--- config.mk ---
export PLATFORM = sky130hd
export DESIGN_NAME = oled_spi_driver
export DESIGN_NICKNAME = d
export VERILOG_FILES = /design/src/rtl/oled_spi_driver.sv
export SDC_FILE = /design/constraint.sdc
export NUM_CORES = 1
export LEC_CHECK = 0
export CAP_MARGIN = 20
export CORE_MARGIN = 1
export CORE_UTILIZATION = 60
export DETAILED_ROUTE_END_ITERATION = 6
export HOLD_SLACK_MARGIN = 0.02
export PLACE_DENSITY = 0.8
export SKIP_LAST_GASP = 1
export SYNTH_ARGS = -nofsm -noshare
export SYNTH_HDL_FRONTEND = slang
export SYNTH_SLANG_ARGS = --single-unit
export TNS_END_PERCENT = 20
--- constraint.sdc ---
create_clock -name clk -period 6.94 [get_ports clk]
set_input_delay 1.388 -clock clk [delete_from_list [all_inputs] [get_ports clk]]
set_output_delay 1.388 -clock clk [all_outputs]
set_load 0.01 [all_outputs]
--- src/rtl/oled_spi_driver.sv ---
// oled_spi_driver: SSD1306 128x64 power sequence, fixed init table, then endless horizontal-mode frame refresh over 4-wire SPI.
// Latency: command byte 16*SCLK_HALF+2 clk, data byte 16*SCLK_HALF+3 clk; pixelData sampled 2 clk after pixelAddress moves.
// Backpressure: none; the pixel source must answer each address with a 1-clk registered read. Define OLED_FRAME_PULSE_EN for frameDone.
module oled_spi_driver #(
  parameter logic [31:0] STARTUP_WAIT = 32'd10000000,
  parameter logic [7:0]  SCLK_HALF    = 8'd1
) (
  input  logic       clk,
  input  logic       reset,
  output logic [9:0] pixelAddress,
  input  logic [7:0] pixelData,
  output logic       io_sclk,
  output logic       io_sdin,
  output logic       io_cs,
  output logic       io_dc,
  output logic       io_reset
`ifdef OLED_FRAME_PULSE_EN
  , output logic     frameDone
`endif
);

  typedef enum logic [2:0] {
    POWER_WAIT1, POWER_RESET, POWER_WAIT2, LOAD_CMD, SEND, CHECK, FETCH1, FETCH2
  } state_t;

  localparam logic [4:0] LAST_CMD = 5'd20;

  state_t      state;
  logic [31:0] waitCnt;
  logic [7:0]  halfCnt;
  logic [2:0]  bitCnt;
  logic [4:0]  cmdIdx;
  logic [7:0]  shiftReg;
  logic [7:0]  initByte;

  // Panel init table: display off, clocking, mux, offsets, charge pump, horizontal addressing, remap, contrast, display on.
  always_comb begin
    initByte = 8'hE3;
    case (cmdIdx)
      5'd0:  initByte = 8'hAE;
      5'd1:  initByte = 8'hD5;
      5'd2:  initByte = 8'h80;
      5'd3:  initByte = 8'hA8;
      5'd4:  initByte = 8'h3F;
      5'd5:  initByte = 8'hD3;
      5'd6:  initByte = 8'h00;
      5'd7:  initByte = 8'h40;
      5'd8:  initByte = 8'h8D;
      5'd9:  initByte = 8'h14;
      5'd10: initByte = 8'h20;
      5'd11: initByte = 8'h00;
      5'd12: initByte = 8'hA1;
      5'd13: initByte = 8'hC8;
      5'd14: initByte = 8'hDA;
      5'd15: initByte = 8'h12;
      5'd16: initByte = 8'h81;
      5'd17: initByte = 8'h7F;
      5'd18: initByte = 8'hA4;
      5'd19: initByte = 8'hA6;
      5'd20: initByte = 8'hAF;
      default: initByte = 8'hE3;
    endcase
  end

  // Sequencer: power phases, byte load, bit serialiser and byte bookkeeping; all pins are registered here.
  always_ff @(posedge clk) begin
    if (reset) begin
      state        <= POWER_WAIT1;
      waitCnt      <= 32'd0;
      halfCnt      <= 8'd0;
      bitCnt       <= 3'd0;
      cmdIdx       <= 5'd0;
      shiftReg     <= 8'd0;
      pixelAddress <= 10'd0;
      io_sclk      <= 1'b1;
      io_sdin      <= 1'b0;
      io_cs        <= 1'b1;
      io_dc        <= 1'b0;
      io_reset     <= 1'b1;
`ifdef OLED_FRAME_PULSE_EN
      frameDone    <= 1'b0;
`endif
    end else begin
`ifdef OLED_FRAME_PULSE_EN
      frameDone <= 1'b0;
`endif
      case (state)
        POWER_WAIT1: begin
          if (waitCnt == STARTUP_WAIT - 32'd1) begin
            waitCnt  <= 32'd0;
            io_reset <= 1'b0;
            state    <= POWER_RESET;
          end else begin
            waitCnt <= waitCnt + 32'd1;
          end
        end
        POWER_RESET: begin
          if (waitCnt == STARTUP_WAIT - 32'd1) begin
            waitCnt  <= 32'd0;
            io_reset <= 1'b1;
            state    <= POWER_WAIT2;
          end else begin
            waitCnt <= waitCnt + 32'd1;
          end
        end
        POWER_WAIT2: begin
          if (waitCnt == STARTUP_WAIT - 32'd1) begin
            waitCnt <= 32'd0;
            state   <= LOAD_CMD;
          end else begin
            waitCnt <= waitCnt + 32'd1;
          end
        end
        LOAD_CMD: begin
          shiftReg <= initByte;
          io_sdin  <= initByte[7];
          io_dc    <= 1'b0;
          io_cs    <= 1'b0;
          io_sclk  <= 1'b0;
          halfCnt  <= 8'd0;
          bitCnt   <= 3'd0;
          state    <= SEND;
        end
        SEND: begin
          // Data only moves at the end of a high half, so it is always set up while SCLK is low.
          if (halfCnt == SCLK_HALF - 8'd1) begin
            halfCnt <= 8'd0;
            if (!io_sclk) begin
              io_sclk <= 1'b1;
            end else if (bitCnt == 3'd7) begin
              state <= CHECK;
            end else begin
              bitCnt   <= bitCnt + 3'd1;
              io_sclk  <= 1'b0;
              io_sdin  <= shiftReg[6];
              shiftReg <= {shiftReg[6:0], 1'b0};
            end
          end else begin
            halfCnt <= halfCnt + 8'd1;
          end
        end
        CHECK: begin
          // io_dc still tells whether the byte just sent was a command or pixel data.
          if (!io_dc) begin
            if (cmdIdx == LAST_CMD) begin
              state <= FETCH1;
            end else begin
              cmdIdx <= cmdIdx + 5'd1;
              state  <= LOAD_CMD;
            end
          end else begin
            pixelAddress <= pixelAddress + 10'd1;
`ifdef OLED_FRAME_PULSE_EN
            frameDone    <= &pixelAddress;
`endif
            state        <= FETCH1;
          end
        end
        FETCH1: begin
          state <= FETCH2;
        end
        FETCH2: begin
          shiftReg <= pixelData;
          io_sdin  <= pixelData[7];
          io_dc    <= 1'b1;
          io_sclk  <= 1'b0;
          halfCnt  <= 8'd0;
          bitCnt   <= 3'd0;
          state    <= SEND;
        end
        default: state <= POWER_WAIT1;
      endcase
    end
  end

endmodule

==> impl_results.md, run 1 <==
* Status: complete, no violations
* R2R Path End: initByte[0]
* Final setup TNS at 0 ns
* Synthesized area per cell at 8.639 um^2
* Final Cycle Share at 56.62%
* Worst skew pair latency at 0.35 ns
* Die Y at 85.40 um
* Worst Path Max Fanout at 48
* GRT Total Usage at 23.84%
* R2r startpoint: state[2]
* Worst VDD drop at 125.1 uV
* Hold Buf Count CTS at 0
* Worst reg2reg setup slack at 3.67 ns
* # clock sinks at 81
* Ports at 25
* Hold Path End: io_cs
* Startpoint Class: input port
* Placer Congestion at 0.8975
* First-pass GRT wire length at 14,060 um
* RSZ-0062 raised after global routing: no
* Post-Syn Area at 4173 um^2
* Layout cell share with drive strength beyond 1 at 5.964%
* Setup Buffers After CTS at 0
* Max Used Layer: met4
* Hpwl dp at 5605 um
* Final setup fails at 0
* EDFF count, synth at 0
* Synthesis Warnings at 0
* Top_reg_cell synth: dfxtp_1
* Leakage at 0.001766 uW
* Max stage delay on crit path at 0.77 ns
* Count of final max-slew check failures at 0
* Critical Path Sink Type: flop
* Setup ws final at 3.010 ns
* Max cap viols at 0
* Slew headroom at 33.87%
* CP required at 7.12 ns
* Syn_nets at 511
* Die width at 85.40 um
* Synth Register Bits at 81
* Area Growth Syn to Fin at 10.19%
* Worst slew pin tran at 0.9643 ns
* # port buffers at 24
* Clock Path Buffers at 2
* Vias in the first global route at 3,280
* M1 wire length at 3670 um
* CTS tree: yes
* Pre-CTS setup slack at 2.659 ns
* Root Driver: clkbuf_8
* TritonCTS Buffers at 9
* Critical setup path kind: input port to flop
* Worst r2r path cells at 7
* DR WL/cell at 13.94 um
* Count of different cell masters after synthesis at 62
* Synth area leaders: dfxtp_1, nor2_1, ha_1, xor2_1, xnor2_1
* Final WL at 8128 um
* Register Area at 1622 um^2
* P per Cell Area at 198.8 nW/um^2
* Sequential element share of the synthesized area at 38.86%
* Cell count after synthesis at 483
* Layout net count at 526
* Routed via count at 3,452
* CP Cell Sequence: clkdlybuf4s50_1 > buf_4 > nor2_1 > mux2i_1 > clkinv_1 > xnor2_1 > o21ai_0 > a22oi_1
* Largest net degree at the start of global routing at 49
* H-tree depth at 3
* Asr flop ratio synth at 0%
* Final Hold Fails at 0
* Fin crit period at 3.930 ns
* Antenna viol nets, final at 0
* Top-area cell type share of the netlist area at 38.86%
* Register clock-pin slew on the reported worst setup and hold paths at 0.09 ns
* Grt total ovfl at 0
* Worst Hold Depth at 1
* WP data arrival at 4.11 ns
* Post-synth top area cell: dfxtp_1
* CP bufs+invs at 3
* Multi-input gate area at 2360 um^2
* Cells resized by post-CTS repair at 0
* Rows at 30
* # diodes at 0
* Initial core utilization at 61.76%
* Hold path start: io_cs
* Vias per cell at 5.921
* Cell family with most CP delay: buffers and inverters
* Detailed router's first-iteration violation count at 190
* Hold/Removal Path Class: flop to flop
* DRC viols at 0
* DIE AREA at 7292 um^2
* Met2 WL at 4034 um
* DRT Pass-1 Iters at 5
* Fillers at 571
* Routed met3 length at 311 um
* Top achievable clock speed at 254.5 MHz
* Clock skew at 0.007950 ns
* Worst setup startpoint: reset
* CP max-delay cell: mux2i_1
* Core area at 6756 um^2
* Initial antenna violation count at 0
-- power by group --
group          internal (uW)  switching (uW)  total (uW)  leakage [uW]
sequential               474            8.77         483      0.000653
combinational           33.4            49.5        82.9       0.00101
clock                    176             172         348     0.0000985
total                    684             230         914       0.00177
-- area by class of cell --
class / count / area share [%]
well taps: 80 / 2.177
clock buffers: 10 / 2.993
flip-flops and latches: 81 / 35.27
inverters: 17 / 1.388
clock inverters: 6 / 1.469
repair buffers: 25 / 5.388
multi-input cells: 364 / 51.32
-- logic make-up after synthesis --
group / Yosys count / synth area share (%)
AO/OA/AOI/OAI: 87 / 14.06
multiplexers: 12 / 2.879
adder cells (fa/ha/maj): 18 / 5.397
XOR/XNOR: 40 / 8.396
buffers and inverters: 38 / 4.587
AND/OR/NAND/NOR: 207 / 25.82
flip-flops: 81 / 38.86
-- state kept, by name, summed over array words and instances, names as in the netlist --
name / cells
waitCnt: 32
pixelAddress: 10
halfCnt: 8
initByte: 8
shiftReg: 7
cmdIdx: 5
bitCnt: 3
state: 3
io_cs: 1
io_dc: 1
io_reset: 1
io_sclk: 1
io_sdin: 1
-- how the worst max path moves through the flow --
stage / slack (ns) / depth (start not counted) / to
floorplan: 3.84 / 9 / initByte[6]
global placement: 2.75 / 7 / initByte[7]
detailed placement: 2.66 / 8 / initByte[0]
CTS: 3.04 / 8 / initByte[0]
global route: 2.79 / 8 / initByte[0]
finish: 3.01 / 8 / initByte[0]
-- layer usage --
layer / global-route usage [%] / vias up
met4: 7.424 / 0
li1: - / 1733
met3: 5.837 / 10
met2: 42.38 / 64
met5: 0 / -
met1: 28.40 / 1645
-- cells in the mapped netlist (all sizes together) (7+ instances only) --
master,count
nor2,87
dfxtp,81
nand2,24
xor2,22
o21ai,21
a21oi,19
ha,18
xnor2,18
clkbuf,16
inv,16
nand3,16
and3,15
mux2i,12
a22oi,10
or3,10
a211oi,9
nor3,9
nand4,8
a22o,7
-- stage by stage --
step	utilization, %	total power [uW]	area [um^2]	hold slack (ns)	cells
floorplan	-	561.5	4173	0.4587	483
global placement	65.02	573.6	4393	0.4586	567
detailed placement	65.02	576.2	4393	0.4620	567
CTS	68.06	922.5	4598	0.4821	583
global route	68.06	957.4	4598	0.5055	583
finish	68.06	914.3	4598	0.4782	583
-- placed cells by master (no fill, tap or decap), types with 8 or more instances in the layout --
cell type,count
a211oi_1,9
a21oi_1,19
a22oi_1,10
and3_1,14
clkbuf_8,10
clkdlybuf4s50_1,24
dfxtp_1,81
ha_1,18
inv_1,15
mux2i_1,12
nand2_1,24
nand3_1,16
nand4_1,8
nor2_1,87
nor3_1,9
o21ai_0,20
or3_1,9
xnor2_1,18
xor2_1,22
Note: power is estimated with default switching activity, not from simulation.
==> run 2, diff against run 1 <==
--- a/config.mk
+++ b/config.mk
@@ -7,10 +7,10 @@
 export LEC_CHECK = 0
 export CAP_MARGIN = 20
 export CORE_MARGIN = 1
-export CORE_UTILIZATION = 60
+export CORE_UTILIZATION = 59
 export DETAILED_ROUTE_END_ITERATION = 6
 export HOLD_SLACK_MARGIN = 0.02
-export PLACE_DENSITY = 0.8
+export PLACE_DENSITY = 0.79
 export SKIP_LAST_GASP = 1
 export SYNTH_ARGS = -nofsm -noshare
 export SYNTH_HDL_FRONTEND = slang
==> constraint.sdc (replaced) <==
create_clock -name clk -period 4 [get_ports clk]
set_input_delay 0.8 -clock clk [delete_from_list [all_inputs] [get_ports clk]]
set_output_delay 0.8 -clock clk [all_outputs]
set_load 0.01 [all_outputs]
==> run 2 against run 1 <==
Sequential power increased by 73%. Sequential share of layout area fell by 0.61 points. Cell count is 3.1% higher. Utilization is 0.82 points higher. Via count up 1.6%. Register-to-register slack worse by 2.8 ns. Global-route usage up 0.72 points. Clock-buffer cell count unchanged. Design area grew 1.8%. Worst hold slack worse by 0.020 ns. Largest power group unchanged.
==> impl_results.md, run 2 (same netlist as run 1, synthesis figures left out) <==
* Max stage delay on crit path at 0.42 ns (-0.35 ns)
* Grt total ovfl at 0 (unchanged)
* Pre-CTS setup slack at 1.010 ns (-1.649 ns)
* Clock skew at 0.009557 ns (+0.001607 ns)
* Placer Congestion at 0.8836 (-1.5%)
* Setup Buffers After CTS at 0 (unchanged)
* Commonest non-fill, non-tap cell in the layout: nor2_1
* Hold Buf Count CTS at 0 (unchanged)
* GRT Total Usage at 24.57% (+0.72 points)
* # clock sinks at 81 (unchanged)
* Critical Path Sink Type: flop
* DRC viols at 0 (unchanged)
* Layout cell share with drive strength beyond 1 at 6.337% (+0.37 points)
* Commonest cells after routing, fill and taps aside: nor2_1, dfxtp_1, nand2_1, clkdlybuf4s50_1, xor2_1
* H-tree depth at 3 (unchanged)
* Leakage at 0.001797 uW (+1.7%)
* DIE AREA at 7412 um^2 (+1.6%)
* Initial core utilization at 61.42% (-0.34 points)
* Cell family with most CP delay: simple AND/OR/NAND/NOR gates
* CP required at 4.24 ns (-2.88 ns)
* Register clock-pin slew on the reported worst setup and hold paths at 0.09 ns (about the same)
* DRT Pass-1 Iters at 5 (unchanged)
* Status: complete, no violations
* Final Hold Fails at 0 (unchanged)
* Antenna viol nets, final at 0 (unchanged)
* Final WL at 8588 um (+5.7%)
* Rows at 30 (unchanged)
* DR WL/cell at 14.29 um (+2.5%)
* Detailed router's first-iteration violation count at 148 (-22%)
* Clock Path Buffers at 2 (unchanged)
* Worst skew pair latency at 0.36 ns (about the same)
* First-pass GRT wire length at 14,600 um (+3.8%)
* Slew headroom at 35.48% (+1.6 points)
* Final Cycle Share at 78.16%
* Vias per cell at 5.837 (-1.4%)
* Hold/Removal Path Class: flop to flop
* Final setup fails at 0 (unchanged)
* Fin crit period at 3.126 ns
* Critical setup path kind: flop to flop
* Setup ws final at 0.8735 ns (-2.137 ns)
* Worst slew pin tran at 0.9590 ns (-0.005339 ns)
* RSZ-0062 raised after global routing: no
* Initial antenna violation count at 0 (unchanged)
* Count of final max-slew check failures at 0 (unchanged)
* CP max-delay cell: dfxtp_1
* Cells resized by post-CTS repair at 0 (unchanged)
* CP Cell Sequence: inv_1 > ha_1 > and4b_1 > nor2_1 > mux2i_1 > or2_2 > ha_1 > a21oi_1 > mux2i_1 > o21ai_0 > a221oi_1 > a22oi_1
* Root Driver: clkbuf_8
* # diodes at 0 (unchanged)
* CP bufs+invs at 1 (-2)
* Vias in the first global route at 3,280 (unchanged)
* Hpwl dp at 5913 um (+5.5%)
* Worst VDD drop at 213.7 uV (+71%)
* WP data arrival at 3.37 ns (-0.74 ns)
* P per Cell Area at 367.7 nW/um^2 (+85%)
* Leading registers by flop count: waitCnt: 32 flops, pixelAddress: 10 flops
* Power Total at 1721 uW (+88%)
* Layout net count at 528 (+0.38%)
* Area post-placement at 4428 um^2 (+0.80%)
* Max FFs per register at 32 (unchanged)
* Biggest register: waitCnt
* Final setup TNS at 0 ns (unchanged)
* Area Growth Syn to Fin at 12.14%
* Ports at 25 (unchanged)
* Worst reg2reg setup slack at 0.87 ns (-2.80 ns)
* Largest net degree at the start of global routing at 41 (-16%)
* Top achievable clock speed at 319.9 MHz
* Max cap viols at 0 (unchanged)
* Fillers at 543 (-4.9%)
* # port buffers at 24 (unchanged)
* Routed via count at 3,508 (+1.6%)
* Core area at 6794 um^2 (+0.56%)
* TritonCTS Buffers at 9 (unchanged)
* Die Y at 86.10 um (+0.82%)
* CTS tree: yes
* Worst Path Max Fanout at 11 (-77%)
* Startpoint Class: flop
* Post-route cell area at 4679 um^2 (+1.8%)
* Die width at 86.10 um (+0.82%)
==> run 2: cell types whose count changed in the layout (fill, tap and decap cells not counted) <==
cell and change:
bufinv_16 +2, buf_4 +2, clkinv_2 -1, inv_6 +1, clkinv_4 -2
==> run 2: worst paths after layout <==
kind / startpoint / endpoint / cells past startpoint
hold / removal: io_cs / io_cs / 1
setup / recovery: cmdIdx[0] / initByte[6] / 12
hold reg to reg: io_cs / io_cs / 1
setup reg to reg: cmdIdx[0] / initByte[6] / 12
==> run 2: power breakdown <==
part / internal, uW / leakage [uW] / switching, uW / total, uW
logic: 58.0 / 0.00102 / 85.6 / 144
registers: 823 / 0.000653 / 15.3 / 838
clock network: 434 / 0.000119 / 306 / 739
total: 1310 / 0.00180 / 407 / 1720
==> run 2: area by class of cell <==
| class | instances | area, um^2 | share of cell area [%] |
|---|---|---|---|
| Sequential cell | 81 | 1622 | 34.65 |
| Multi-Input combinational cell | 364 | 2360 | 50.43 |
| Clock inverter | 6 | 113.9 | 2.433 |
| Timing Repair Buffer | 27 | 262.8 | 5.615 |
| Inverter | 17 | 63.81 | 1.364 |
| Tap cell | 96 | 120.1 | 2.567 |
| Clock buffer | 10 | 137.6 | 2.941 |
==> run 2: per-stage QoR <==
stage,hold WS (ns),instances,util (%)
after global placement,0.4363,585,65.18
after global routing,0.5019,601,68.88
after floorplan,0.4587,483,-
after detailed placement,0.4386,585,65.18
final,0.4581,601,68.88
after CTS,0.4591,601,68.88
==> run 2: per-layer routing <==
metal	part of all wire (%)	track usage (%)	routed length (um)
met5	0	0	0
met4	2.6	10.45	221
met3	3.7	5.582	319
met1	45	29.78	3837
met2	49	41.77	4209
